$ cat config.mk
export PLATFORM = sky130hd
export DESIGN_NAME = alu_xor_descrambler
export DESIGN_NICKNAME = d
export VERILOG_FILES = /design/src/rtl/alu_xor_pkg.sv /design/src/rtl/alu_xor_keystream.sv /design/src/rtl/alu_xor_descrambler.sv
export SDC_FILE = /design/constraint.sdc
export NUM_CORES = 1
export LEC_CHECK = 0
export BUFFER_PORTS_ARGS = -buffer_cell sky130_fd_sc_hd__buf_4
export CORE_ASPECT_RATIO = 1.4
export CORE_MARGIN = 1.5
export CORE_UTILIZATION = 55
export CTS_CLUSTER_SIZE = 10
export DETAILED_ROUTE_END_ITERATION = 10
export GPL_TIMING_DRIVEN = 0
export PLACE_DENSITY = 0.83
export SETUP_SLACK_MARGIN = 0.5
export SYNTH_ARGS = -nofsm -noshare
export SYNTH_HDL_FRONTEND = slang
export SYNTH_SLANG_ARGS = --single-unit
$ cat constraint.sdc
create_clock -name clk -period 3.4 [get_ports clk]
set_input_delay 0.17 -clock clk [delete_from_list [all_inputs] [get_ports clk]]
set_output_delay 0.17 -clock clk [all_outputs]
set_load 0.005 [all_outputs]
$ cat src/rtl/alu_xor_pkg.sv
// Shared types and keystream generator for the 32-bit XOR scramble/descramble datapath.
package alu_xor_pkg;

  localparam int          WORD_W       = 32;
  localparam logic [31:0] DEFAULT_SEED = 32'h2545F491;

  typedef enum logic {IDLE = 1'b0, RUN = 1'b1} state_e;

  // xorshift32 step; shifts are logical and truncated to 32 bits
  function automatic logic [31:0] xorshift32(logic [31:0] s);
    logic [31:0] t;
    t = s ^ (s << 13);
    t = t ^ (t >> 17);
    t = t ^ (t << 5);
    return t;
  endfunction

endpackage

$ cat src/rtl/alu_xor_keystream.sv
// Keystream state register: seed mux with zero-seed substitution, advances one step per accepted word.
module alu_xor_keystream #(
  parameter logic [31:0] DEFAULT_SEED = alu_xor_pkg::DEFAULT_SEED
) (
  input  logic        clk,
  input  logic        rst_n,
  input  logic        load,
  input  logic [31:0] seed,
  input  logic        advance,
  output logic [31:0] ks
);
  import alu_xor_pkg::*;

  logic [31:0] ks_d, ks_q;

  // load and advance are mutually exclusive: the top blocks accepts during a seed load
  always_comb begin
    ks_d = ks_q;
    if (load)         ks_d = (seed == '0) ? DEFAULT_SEED : seed;
    else if (advance) ks_d = xorshift32(ks_q);
  end

  always_ff @(posedge clk or negedge rst_n) begin
    if (!rst_n) ks_q <= DEFAULT_SEED;
    else        ks_q <= ks_d;
  end

  assign ks = ks_q;

endmodule

$ cat src/rtl/alu_xor_descrambler.sv
// Receive-side XOR descrambler: valid/ready stream, one registered output stage, seed-load FSM.
// Optional parity check on the scrambled word enabled by defining ALU_XOR_DESCR_PARITY_EN.
module alu_xor_descrambler #(
  parameter int          WIDTH        = alu_xor_pkg::WORD_W,
  parameter int          CNT_W        = 16,
  parameter logic [31:0] DEFAULT_SEED = alu_xor_pkg::DEFAULT_SEED
) (
  input  logic             clk,
  input  logic             rst_n,
  input  logic             seed_load,
  input  logic [31:0]      seed,
  input  logic             in_valid,
  output logic             in_ready,
  input  logic [WIDTH-1:0] in_data,
  input  logic             in_parity,
  output logic             out_valid,
  input  logic             out_ready,
  output logic [WIDTH-1:0] out_data,
  output logic             out_perr,
  output logic [CNT_W-1:0] word_cnt,
  output logic             running
);
  import alu_xor_pkg::*;

  state_e             state_d, state_q;
  logic               out_valid_d, out_valid_q;
  logic [WIDTH-1:0]   out_data_d, out_data_q;
  logic [CNT_W-1:0]   word_cnt_d, word_cnt_q;
  logic [31:0]        ks;
  logic               accept;

  // seed_load blocks acceptance so no word ever sees a half-loaded keystream
  assign in_ready = (state_q == RUN) && !seed_load && (!out_valid_q || out_ready);
  assign accept   = in_valid && in_ready;

  alu_xor_keystream #(.DEFAULT_SEED(DEFAULT_SEED)) u_ks (
    .clk     (clk),
    .rst_n   (rst_n),
    .load    (seed_load),
    .seed    (seed),
    .advance (accept),
    .ks      (ks)
  );

  always_comb begin
    state_d     = seed_load ? RUN : state_q;
    out_valid_d = out_valid_q;
    out_data_d  = out_data_q;
    word_cnt_d  = word_cnt_q;
    if (accept) begin
      out_valid_d = 1'b1;
      out_data_d  = in_data ^ ks;
      word_cnt_d  = word_cnt_q + 1'b1;
    end else if (out_ready) begin
      out_valid_d = 1'b0;
    end
    if (seed_load) word_cnt_d = '0;
  end

  always_ff @(posedge clk or negedge rst_n) begin
    if (!rst_n) begin
      state_q     <= IDLE;
      out_valid_q <= 1'b0;
      out_data_q  <= '0;
      word_cnt_q  <= '0;
    end else begin
      state_q     <= state_d;
      out_valid_q <= out_valid_d;
      out_data_q  <= out_data_d;
      word_cnt_q  <= word_cnt_d;
    end
  end

`ifdef ALU_XOR_DESCR_PARITY_EN
  logic out_perr_d, out_perr_q;

  // parity is checked on the scrambled word as it arrived on the link
  always_comb begin
    out_perr_d = out_perr_q;
    if (accept) out_perr_d = ^in_data ^ in_parity;
  end

  always_ff @(posedge clk or negedge rst_n) begin
    if (!rst_n) out_perr_q <= 1'b0;
    else        out_perr_q <= out_perr_d;
  end

  assign out_perr = out_perr_q;
`else
  logic unused_parity;
  assign unused_parity = in_parity;
  assign out_perr      = 1'b0;
`endif

  assign out_valid = out_valid_q;
  assign out_data  = out_data_q;
  assign word_cnt  = word_cnt_q;
  assign running   = (state_q == RUN);

endmodule

==> run metrics <==
status completed; setup TNS 0 ns; hold bufs inserted after CTS 0; Worst Tran Pin Value 1.05 ns; syn_area_per_cell 9.74 µm²; net count after synthesis 551; Crit. End Element flip-flop; core area 0.00820 mm²; register area 0.00207 mm²; # rows 39; Die X 80.9 µm; vias per inst 5.84; Cell variety after synth 49; worst hold path class in2async; H-Tree Depth 3; post-route ant nets 0; WP data arrival 2.24 ns; initial antenna violation count 0; routability cong. 1.01; crit path time final 1.99 ns; M3 GR Usage 0.0431; ANT cells 0; prevailing post-synth register cell dfrtp_1; CTS Buf Count 9; number of global-route vias before repair 4267; # setup viols final 0; relative slew slack 0.301; Power, Total 5030 µW; first-pass GRT wire length 21400 µm; WL final 13600 µm; Clock Skew 0.00646 ns; max-slew violations 0; CTS tree done; leakage power 0.00271 µW; root buffer cell clkbuf_16; fillers 610; Final Cycle Share 0.584; Seq/Total Area, Yosys 0.442; busiest grt layer met2; Total Die Area 0.00907 mm²; share of cells above drive strength 1 0.314; MaxCap Viol Count 0; area grow syn2layout 28.4%; worst vdd rail ir drop 0.000540 V; gr ovfl total 0; utilization after layout 0.732; clock sink count 82; Yosys reg bits 82; # nets final 681; Clock Path Buffers 2; Crit Path Max Fanout 10; final hold vios 0; Crit Path Class reg2reg; post-DP HPWL 9990 µm; Fmax 503 MHz; Clock transition at path regs 0.06 ns; netlist area before placement 0.00468 mm²; die height 112 µm; clk_lat worst skew 0.34 ns; Starting Density 0.571; RSZ-0062 raised after global routing no; worst path required time 3.65 ns; routed length per placed instance 19.0 µm; first-pass detailed-route iteration total 5; DRC Markers 0; DR vias 4189; Post-Synthesis Cells 480; Ys Warns 0; M1 GR Usage 0.382; post-CTS resize count 0; io pins 122; Post-synth EDFFs 0; R2R depth 6; multi-input logic area 0.00239 mm²; Port Buffers 119; dpl cells 701; M2 GR Usage 0.542; DRT iter0 DRCs 295; Post-synth ARST share 1.00; Final Instance Count excl. Fillers 717; setup bufs post-CTS 0; Power Density 837 mW/mm²; All-Layer GR Usage 0.320; largest net degree at the start of global routing 83; CP Launch Type flip-flop
-- critical path, cell delays in order (launching register included) --
cell	delay (ns)
dfrtp_1	0.41
nor2b_1	0.19
nand3_2	0.18
buf_2	0.29
clkbuf_1	0.50
nand2_1	0.13
o211ai_1	0.19
-- placed cells by master, fill, tap and decap left out, drive strengths merged, types with 2 or more instances in the layout --
cell,synthesis,layout
buf,25,144
xnor2,75,75
dfrtp,68,68
nand2,54,54
nor2,53,53
o21ai,40,40
xor2,25,25
clkbuf,10,21
nand3,16,16
dfstp,14,14
a21oi,11,11
nor4,11,11
o221a,10,10
nand4,9,9
inv,7,7
xnor3,6,6
nor3,6,6
and3,4,4
a211oi,4,4
o22ai,4,4
mux2,4,4
and4,3,3
or3,3,3
clkinv,0,3
nor2b,2,2
nand2b,2,2
o221ai,2,2
-- Yosys cell counts (5+ instances only) --
master    number  share of area
a21oi_1       11          0.012
xor2_1        24          0.045
dfstp_2       14          0.079
clkbuf_1       9         0.0072
inv_1          7         0.0056
xnor2_1       72           0.13
nor2_1        53          0.043
nand2_1       54          0.043
o21ai_0       39          0.042
o221a_2       10          0.024
nor3_1         5         0.0053
buf_2         11          0.012
xnor3_1        6          0.029
nand3_1       15          0.016
buf_4          7          0.011
nor4_1        10          0.013
nand4_1        9          0.012
dfrtp_1       68           0.36
-- sequential cells by signal, indices dropped and copies added (netlist names) --
| register | cells |
|---|---|
| out_valid | 1 |
| word_cnt | 16 |
| running | 1 |
| u_ks.ks | 32 |
| out_data | 32 |
-- cell type report --
class	instances	area share
clock inverters	5	0.00875
repair buffers	119	0.149
plain buffers	35	0.0325
inverters	7	0.00438
clock buffers	11	0.0421
flip-flops and latches	82	0.345
multi-input cells	356	0.397
well taps	102	0.0213
-- cells by family (layout without fill, tap and decap cells) --
family	Yosys count	after routing	share of synthesized area
AND/OR/NAND/NOR	166	166	0.165
XOR/XNOR	106	106	0.225
flip-flops	82	82	0.442
AO/OA/AOI/OAI	77	77	0.105
buffers and inverters	42	177	0.0473
multiplexers	5	5	0.0118
adder cells (fa/ha/maj)	1	1	0.00267
other	1	1	0.000802
-- metal layers --
layer | vias to the layer above | part of all wire
met5 | - | 0
met4 | 0 | 0.042
met3 | 50 | 0.071
met2 | 204 | 0.53
met1 | 2055 | 0.36
li1 | 1880 | -
-- worst paths after layout --
path	to	slack, ns	startpoint
worst min-delay path	out_data[12]	0.005	rst_n
worst max register to register	u_ks.ks[11]	1.41	running
min in group clk	u_ks.ks[5]	0.07	seed[5]
max in group asynchronous	out_data[29]	2.70	rst_n
worst max-delay path	u_ks.ks[11]	1.41	running
worst min register to register	out_data[5]	0.48	out_data[5]
-- report_power, final --
part	total (µW)	internal (µW)	leakage, µW	switching [µW]
logic	2520	1270	0.00156	1260
registers	1510	1300	0.000994	212
clock network	991	605	0.000151	386
-- through the flow --
stage	cell area (µm²)	hold slack (ns)	worst slack [ns]
detailed placement	5700	0.409	1.46
global route	6000	0.0772	1.31
global placement	5700	0.413	1.48
floorplan	4680	-0.126	1.71
finish	6000	0.00509	1.41
CTS	6000	0.0522	1.45
Note: power is estimated with default switching activity, not from simulation.
